`src/rtl/hazard_ctrl.sv`:
```
// ----------------------------------------------------------------------------
// hazard_ctrl - pipeline sequencing controller for the 5-stage RV32I core.
//
// Drives the stall/flush controls of the PC and the IF/ID, ID/EX, EX/MEM and
// MEM/WB pipeline registers. It resolves four conditions:
//   - instruction-memory warm-up after reset (BOOT)
//   - data-memory wait states (highest priority; freezes the pipeline)
//   - taken branches/jumps resolved in EX (front-end flush)
//   - load-use hazards (one-cycle bubble)
// It also raises a sticky watchdog flag when the data memory stops responding.
//
// Control outputs are combinational from the registered state and the
// current inputs, so they act on the same edge the pipeline registers sample.
//
// Parameters:
//   BOOT_CYCLES  warm-up cycles after reset release (1..15)
//   TIMEOUT      consecutive wait cycles that set timeout_err
//   CNT_W        width of the wait counter
//
// Ports:
//   clk, rst                 clock, asynchronous active-high reset
//   rs1_id, rs2_id           source register fields of the ID instruction
//   uses_rs1_id, uses_rs2_id ID instruction reads rs1 / rs2
//   rd_ex, mem_read_ex       destination register / load flag of EX
//   branch_taken_ex          EX resolved a taken branch or jump
//   dmem_req_mem, dmem_ready data-memory request and completion
//   pc_stall .. mem_wb_flush pipeline stall/flush controls
//   timeout_err              sticky data-memory timeout flag
//   stall_cycles, flush_events  performance counters (optional)
//
// Optional feature: define HAZARD_PERF_CNT_EN to add the 32-bit saturating
// performance counters stall_cycles and flush_events.
// ----------------------------------------------------------------------------
module hazard_ctrl #(
    parameter int BOOT_CYCLES = 2,
    parameter int TIMEOUT     = 255,
    parameter int CNT_W       = 8
) (
    input  logic        clk,
    input  logic        rst,
    input  logic [4:0]  rs1_id,
    input  logic [4:0]  rs2_id,
    input  logic        uses_rs1_id,
    input  logic        uses_rs2_id,
    input  logic [4:0]  rd_ex,
    input  logic        mem_read_ex,
    input  logic        branch_taken_ex,
    input  logic        dmem_req_mem,
    input  logic        dmem_ready,
    output logic        pc_stall,
    output logic        if_id_stall,
    output logic        if_id_flush,
    output logic        id_ex_stall,
    output logic        id_ex_flush,
    output logic        ex_mem_stall,
    output logic        mem_wb_flush,
`ifdef HAZARD_PERF_CNT_EN
    output logic [31:0] stall_cycles,
    output logic [31:0] flush_events,
`endif
    output logic        timeout_err
);

    typedef enum logic [1:0] {
        ST_BOOT = 2'd0,
        ST_RUN  = 2'd1,
        ST_WAIT = 2'd2
    } state_t;

    localparam logic [3:0]       BOOT_LAST = 4'(BOOT_CYCLES - 1);
    localparam logic [CNT_W-1:0] CNT_MAX   = {CNT_W{1'b1}};
    localparam logic [CNT_W-1:0] TIMEOUT_C = CNT_W'(TIMEOUT);

    state_t           fsm_r;
    logic [3:0]       boot_cnt_r;
    logic [CNT_W-1:0] wait_cnt_r;
    logic [CNT_W-1:0] wait_cnt_inc_s;
    logic             timeout_err_r;
    logic             mem_wait_s;
    logic             load_use_s;

    assign mem_wait_s = dmem_req_mem & ~dmem_ready;

    // x0 is hard-wired to zero, so a load targeting it never creates a hazard.
    assign load_use_s = mem_read_ex & (rd_ex != 5'd0) &
                        ((uses_rs1_id & (rs1_id == rd_ex)) |
                         (uses_rs2_id & (rs2_id == rd_ex)));

    // Saturating increment of the wait counter.
    always_comb begin
        wait_cnt_inc_s = wait_cnt_r;
        if (wait_cnt_r != CNT_MAX) begin
            wait_cnt_inc_s = wait_cnt_r + {{(CNT_W-1){1'b0}}, 1'b1};
        end else begin
            wait_cnt_inc_s = CNT_MAX;
        end
    end

    // Stall/flush decode: BOOT holds the front end, otherwise priority chain.
    always_comb begin
        pc_stall     = 1'b0;
        if_id_stall  = 1'b0;
        if_id_flush  = 1'b0;
        id_ex_stall  = 1'b0;
        id_ex_flush  = 1'b0;
        ex_mem_stall = 1'b0;
        mem_wb_flush = 1'b0;
        case (fsm_r)
            ST_RUN, ST_WAIT: begin
                if (mem_wait_s) begin
                    // Freeze everything; EX is held so a pending branch
                    // survives until the memory completes.
                    pc_stall     = 1'b1;
                    if_id_stall  = 1'b1;
                    id_ex_stall  = 1'b1;
                    ex_mem_stall = 1'b1;
                    mem_wb_flush = 1'b1;
                end else if (branch_taken_ex) begin
                    // ID holds a wrong-path instruction, so it is flushed
                    // rather than stalled even if it matches a load.
                    if_id_flush  = 1'b1;
                    id_ex_flush  = 1'b1;
                end else if (load_use_s) begin
                    pc_stall     = 1'b1;
                    if_id_stall  = 1'b1;
                    id_ex_flush  = 1'b1;
                end else begin
                    pc_stall     = 1'b0;
                end
            end
            default: begin
                // BOOT (and any illegal encoding) holds the PC and flushes.
                pc_stall    = 1'b1;
                if_id_flush = 1'b1;
                id_ex_flush = 1'b1;
            end
        endcase
    end

    // State machine, boot counter, wait counter and sticky timeout flag.
    always_ff @(posedge clk or posedge rst) begin
        if (rst) begin
            fsm_r         <= ST_BOOT;
            boot_cnt_r    <= 4'd0;
            wait_cnt_r    <= {CNT_W{1'b0}};
            timeout_err_r <= 1'b0;
        end else begin
            case (fsm_r)
                ST_BOOT: begin
                    boot_cnt_r <= boot_cnt_r + 4'd1;
                    wait_cnt_r <= {CNT_W{1'b0}};
                    if (boot_cnt_r == BOOT_LAST) begin
                        fsm_r <= ST_RUN;
                    end else begin
                        fsm_r <= ST_BOOT;
                    end
                end
                ST_RUN: begin
                    wait_cnt_r <= {CNT_W{1'b0}};
                    if (mem_wait_s) begin
                        fsm_r <= ST_WAIT;
                    end else begin
                        fsm_r <= ST_RUN;
                    end
                end
                ST_WAIT: begin
                    wait_cnt_r <= wait_cnt_inc_s;
                    // Flag raised on the edge the counter reaches TIMEOUT;
                    // the stall itself is never released by the watchdog.
                    if (wait_cnt_inc_s >= TIMEOUT_C) begin
                        timeout_err_r <= 1'b1;
                    end else begin
                        timeout_err_r <= timeout_err_r;
                    end
                    if (dmem_ready) begin
                        fsm_r <= ST_RUN;
                    end else begin
                        fsm_r <= ST_WAIT;
                    end
                end
                default: begin
                    fsm_r      <= ST_BOOT;
                    boot_cnt_r <= 4'd0;
                    wait_cnt_r <= {CNT_W{1'b0}};
                end
            endcase
        end
    end

    assign timeout_err = timeout_err_r;

`ifdef HAZARD_PERF_CNT_EN
    logic [31:0] stall_cycles_r;
    logic [31:0] flush_events_r;

    // Saturating performance counters; BOOT cycles are excluded.
    always_ff @(posedge clk or posedge rst) begin
        if (rst) begin
            stall_cycles_r <= 32'd0;
            flush_events_r <= 32'd0;
        end else begin
            if ((fsm_r != ST_BOOT) && pc_stall && (stall_cycles_r != 32'hFFFF_FFFF)) begin
                stall_cycles_r <= stall_cycles_r + 32'd1;
            end else begin
                stall_cycles_r <= stall_cycles_r;
            end
            if ((fsm_r != ST_BOOT) && branch_taken_ex && !mem_wait_s &&
                (flush_events_r != 32'hFFFF_FFFF)) begin
                flush_events_r <= flush_events_r + 32'd1;
            end else begin
                flush_events_r <= flush_events_r;
            end
        end
    end

    assign stall_cycles = stall_cycles_r;
    assign flush_events = flush_events_r;
`endif

endmodule

```
`config.mk`:
```
export PLATFORM = sky130hd
export DESIGN_NAME = hazard_ctrl
export DESIGN_NICKNAME = d
export VERILOG_FILES = /design/src/rtl/hazard_ctrl.sv
export SDC_FILE = /design/constraint.sdc
export NUM_CORES = 1
export LEC_CHECK = 0
export ABC_AREA = 1
export BUFFER_PORTS_ARGS = -buffer_cell sky130_fd_sc_hd__buf_2
export CAP_MARGIN = 20
export CORE_MARGIN = 3
export CORE_UTILIZATION = 40
export DETAILED_ROUTE_END_ITERATION = 10
export PLACE_DENSITY = 0.66
export REMOVE_ABC_BUFFERS = 1
export SETUP_SLACK_MARGIN = 0.2
export SYNTH_ARGS = -nofsm -noshare
export SYNTH_HDL_FRONTEND = slang
export SYNTH_SLANG_ARGS = --single-unit
```
`constraint.sdc`:
```
create_clock -name clk -period 1.39 [get_ports clk]
set_input_delay 0.139 -clock clk [delete_from_list [all_inputs] [get_ports clk]]
set_output_delay 0.139 -clock clk [all_outputs]
set_load 0.02 [all_outputs]
```
After elaboration in Yosys (flattened, before gate mapping)
Index checks and enable logic that the tools add are counted.
W data, S select, Z words.
- output and inout port bits: 8
- memories: 0
- word-level logic and storage cells: 44
- bits in registers: 15
- latch bits: 0
- bits of input ports: 23
- memory bits (writable): 0
- ROM bits: 0
- bitwise logic cells: 7
- shift-type cells: 0
- div/mod/pow operators: 0
- equal/unequal tests: 6
- muxes and demuxes: 20
- reductions and logical operators: 4
- multiply operators: 0
- $lt $le $gt $ge: 1
- add/subtract/negate cells: 2
- operators with widths (kind ; count):
    $mux W8 ; 2
    $mux W1 ; 14
    $eq A5 B5 Y1 ; 2
    $add A8 B1 Y8 const B ; 1
    $ge A8 B8 Y1 const B ; 1
    $ne A8 B8 Y1 const B ; 1
    $pmux W4 S2 ; 1
    $pmux W2 S3 ; 1
    $and A1 B1 Y1 ; 5
    $reduce_bool A5 Y1 ; 1
    $add A4 B1 Y4 const B ; 1
    $eq A4 B1 Y1 const B ; 1
    $mux W2 ; 2
    $eq A2 B1 Y1 const B ; 1
    $eq A2 B2 Y1 const B ; 1
    $logic_not A2 Y1 ; 1
    $reduce_and A2 Y1 ; 1
    $reduce_or A2 Y1 ; 1
    $not A1 Y1 ; 1
    $or A1 B1 Y1 ; 1

Longest topological paths before layout
- depth in word-level cells: 8
- depth in mapped cells: 10
- gate-level depth less buffers: 10

Least setup slack after synthesis
Ideal clock, no wire load.
- kind: flip-flop to output port
- start: register fsm_r[0]
- end: output id_ex_stall
- required time: 1.251 ns
- setup slack: -0.166 ns
- stages on the path, launching flop included: 6
- arrival time: 1.417 ns
- path buffers: 1
- cells stage by stage: dfrtp_1 inv_1 ha_1 inv_1 nor2_1 buf_4
- longest elaborated chain between the ends: 3
- elaborated cells between the ends (all ways): 4
- those cells by class: eq/ne: 2; mux: 1; reduce/logical: 1
- RTL lines (item ; RTL line ; source):
    from (decl) ; 74 ; state_t fsm_r;
    from (signal assigned) ; 143 ; fsm_r <= ST_BOOT;
    from (signal assigned) ; 153 ; fsm_r <= ST_RUN;
    from (signal assigned) ; 155 ; fsm_r <= ST_BOOT;
    $eq A2 B2 Y1 / $eq A2 B1 Y1 (equally long branches) ; n/a ;
    $reduce_or A2 Y1 (no line) (*) ; n/a ;
    $mux W1 (*) ; n/a ;
    to (decl) ; 53 ; output logic id_ex_stall,
Every way passes the cells marked *; elsewhere a longest branch is shown, timed or not.

Final worst setup path
- start: register fsm_r[0]
- end: output id_ex_flush
- longest elaborated chain between the ends: 3
- elaborated cells between the ends (all ways): 4
- those cells by class: eq/ne: 2; mux: 1; reduce/logical: 1
- RTL lines (item ; RTL line ; source):
    $eq A2 B2 Y1 / $eq A2 B1 Y1 (equally long branches) ; 108 ; case (fsm_r)
    $reduce_or A2 Y1 (no line) (*) ; n/a ;
    $mux W1 (*) ; 108 ;
    to (decl) ; 54 ; output logic id_ex_flush,
Marks and branches as above.

==> out/results.tsv <==
metric	value	unit
status	finished with violations	
violations	negative setup slack	
finalNetCount	256	
die_x	59.3	µm
antenna_cells	0	
avgRoutedWirePerCell	10.7	µm
ant_nets	0	
worst_pin_slew	577	ps
finalPower	2.10	mW
first_pass_iters	4	
grt_pass1_vias	1053	
final_cell_mix	nand2_1 (43), inv_1 (40), buf_2 (23)	
viasPerCell	4.77	
pre_cts_ws	-28.4	ps
hold_ws	139	ps
crit_path_max_fanout	4	
drtIter0Drc	30	
grt_max_degree	16	
mostFrequentLayoutCell	nand2_1	
fin_worst_skew	7.10	ps
die-area	3510	µm²
vdd_drop_max	0.00113	V
cts_root_buf	clkbuf_4	
grt_overflow	0	
postLayoutSetupSlackWorst	-121	ps
cts.sink_count	15	
cts.reportedPaths.clkPinSlew	90	ps
rsz0062_at_grt	yes	
synthTopCellsByArea	dfrtp_1 (33%), nand2_1 (16%), inv_1 (15%), ha_1 (7.7%), nand3_1 (6.2%)	
track_usage	15.7	%
synth.distinct_cells	18	
gp_congestion	0.894	
end_kind	primary output	
vias	1216	
htree_levels	1	
utilization	65.0	%
hold_class	in2reg	
fin_crit_sh	109	%
tns	-748	ps
hpwlAfterDp	1.95	mm
coreArea	2590	µm²
synth-warning-count	0	
path_class	reg2out	
grt_pass1_wl	4.31	mm
clock_path_buffers	2	
yosys.area.top_type	dfrtp_1	
ys_seq_area_share	33.1	%
place_inst	242	
start_kind	flop	
syn_inst	177	
clk_latency	290	ps
syn_to_final_growth	48.3	%
setup_viol	8	
min_period	1510	ps
p_leak	0.967	nW
cp_data_arrival_time	1370	ps
syn_area	1130	µm²
fin_cells	255	
pwr_density_cell	1250	nW/µm²
slew_viol_final	0	
drt-total-wl	2.72	mm
cts_buffers	3	
synth_top_area_share	33.1	%
slew-limit-headroom	61.5	%
drive_gt1_share	37.8	%
drc	0	
io_buffers	30	
die_h	59.3	µm
cap_viol_max_count	0	
rows	18	
cts_tree	done	
avgSynthCellArea	6.41	µm²
ys_seq_elements	15	
initial_utilization	43.8	%
report.final.hold_viol_count	0	
final_area	1680	µm²
io_pins	31	
required	1250	ps
fmax	662	MHz
placed_area	1360	µm²
antenna_found_initial	0	
## worst paths after layout
path | depth (start not counted) | end | start | slack (ps)
hold reg to reg | 2 | timeout_err | timeout_err | 490
min in group asynchronous | 3 | wait_cnt_r[7] | rst | 440
setup / recovery | 6 | id_ex_flush | fsm_r[0] | -120
setup reg to reg | 9 | timeout_err | wait_cnt_r[0] | -40
hold / removal | 4 | fsm_r[1] | dmem_ready | 140
max in group asynchronous | 3 | wait_cnt_r[2] | rst | 540
## metal layers
metal	GRT usage (%)	part of all wire (%)
met2	25.7	52
met4	4.53	0.40
met1	20.6	44
met5	0	0
met3	3.49	4.0
## cells by family after synthesis
group,after synthesis,synth area share (%)
adder cells (fa/ha/maj),7,7.72
buffers and inverters,48,16.5
AND/OR/NAND/NOR,85,31.0
flip-flops,15,33.1
XOR/XNOR,3,2.32
AO/OA/AOI/OAI,19,9.37
## cell type report
| cell class | count | area (µm²) |
|---|---|---|
| sequential | 15 | 377 |
| inverter | 46 | 175 |
| timing repair buffer | 45 | 309 |
| fill | 220 | 907 |
| tap | 30 | 37.5 |
| multi-input combinational | 115 | 758 |
| clock buffer | 4 | 26.3 |
## repair_timing
action | CTS | global route
cloned | 1 | 0
setup endpoints to repair | 17 | 22
hold buffers | 1 | 0
gates resized for setup | 31 | 33
pin swaps | 5 | 10
hold endpoints to repair | 15 | 0
buffers inserted | 2 | 5
## registers in the layout (all words and copies together), names as in the netlist
register	count
timeout_err	1
boot_cnt_r	4
wait_cnt_r	8
fsm_r	2
## report_power, final
part	switching, mW	total [mW]	internal [mW]
Clock	0.144	0.256	0.112
Combinational	0.654	1.28	0.626
Sequential	0.0570	0.562	0.505
Total	0.855	2.10	1.24
## synthesized netlist by cell type
cell type and n:
inv_1 46, o21ai_2 1, nand3_1 14, xnor2_1 1
a31oi_1 1, nor2_1 18, nand2_1 47, o21ai_0 6
a21oi_1 8, dfrtp_1 15, o221ai_1 1, ha_1 7
nand4_1 3, nand2_2 1, xor2_1 2, buf_4 2
nor2_2 2, o22ai_1 2
## worst max-delay path, stage by stage, from the launching register on
cell     delay (ps)
dfrtp_1         380
inv_2            60
ha_4            280
inv_4            40
a21oi_2         120
nand2_1          80
buf_6           130
(Power assumes the default switching activity.)
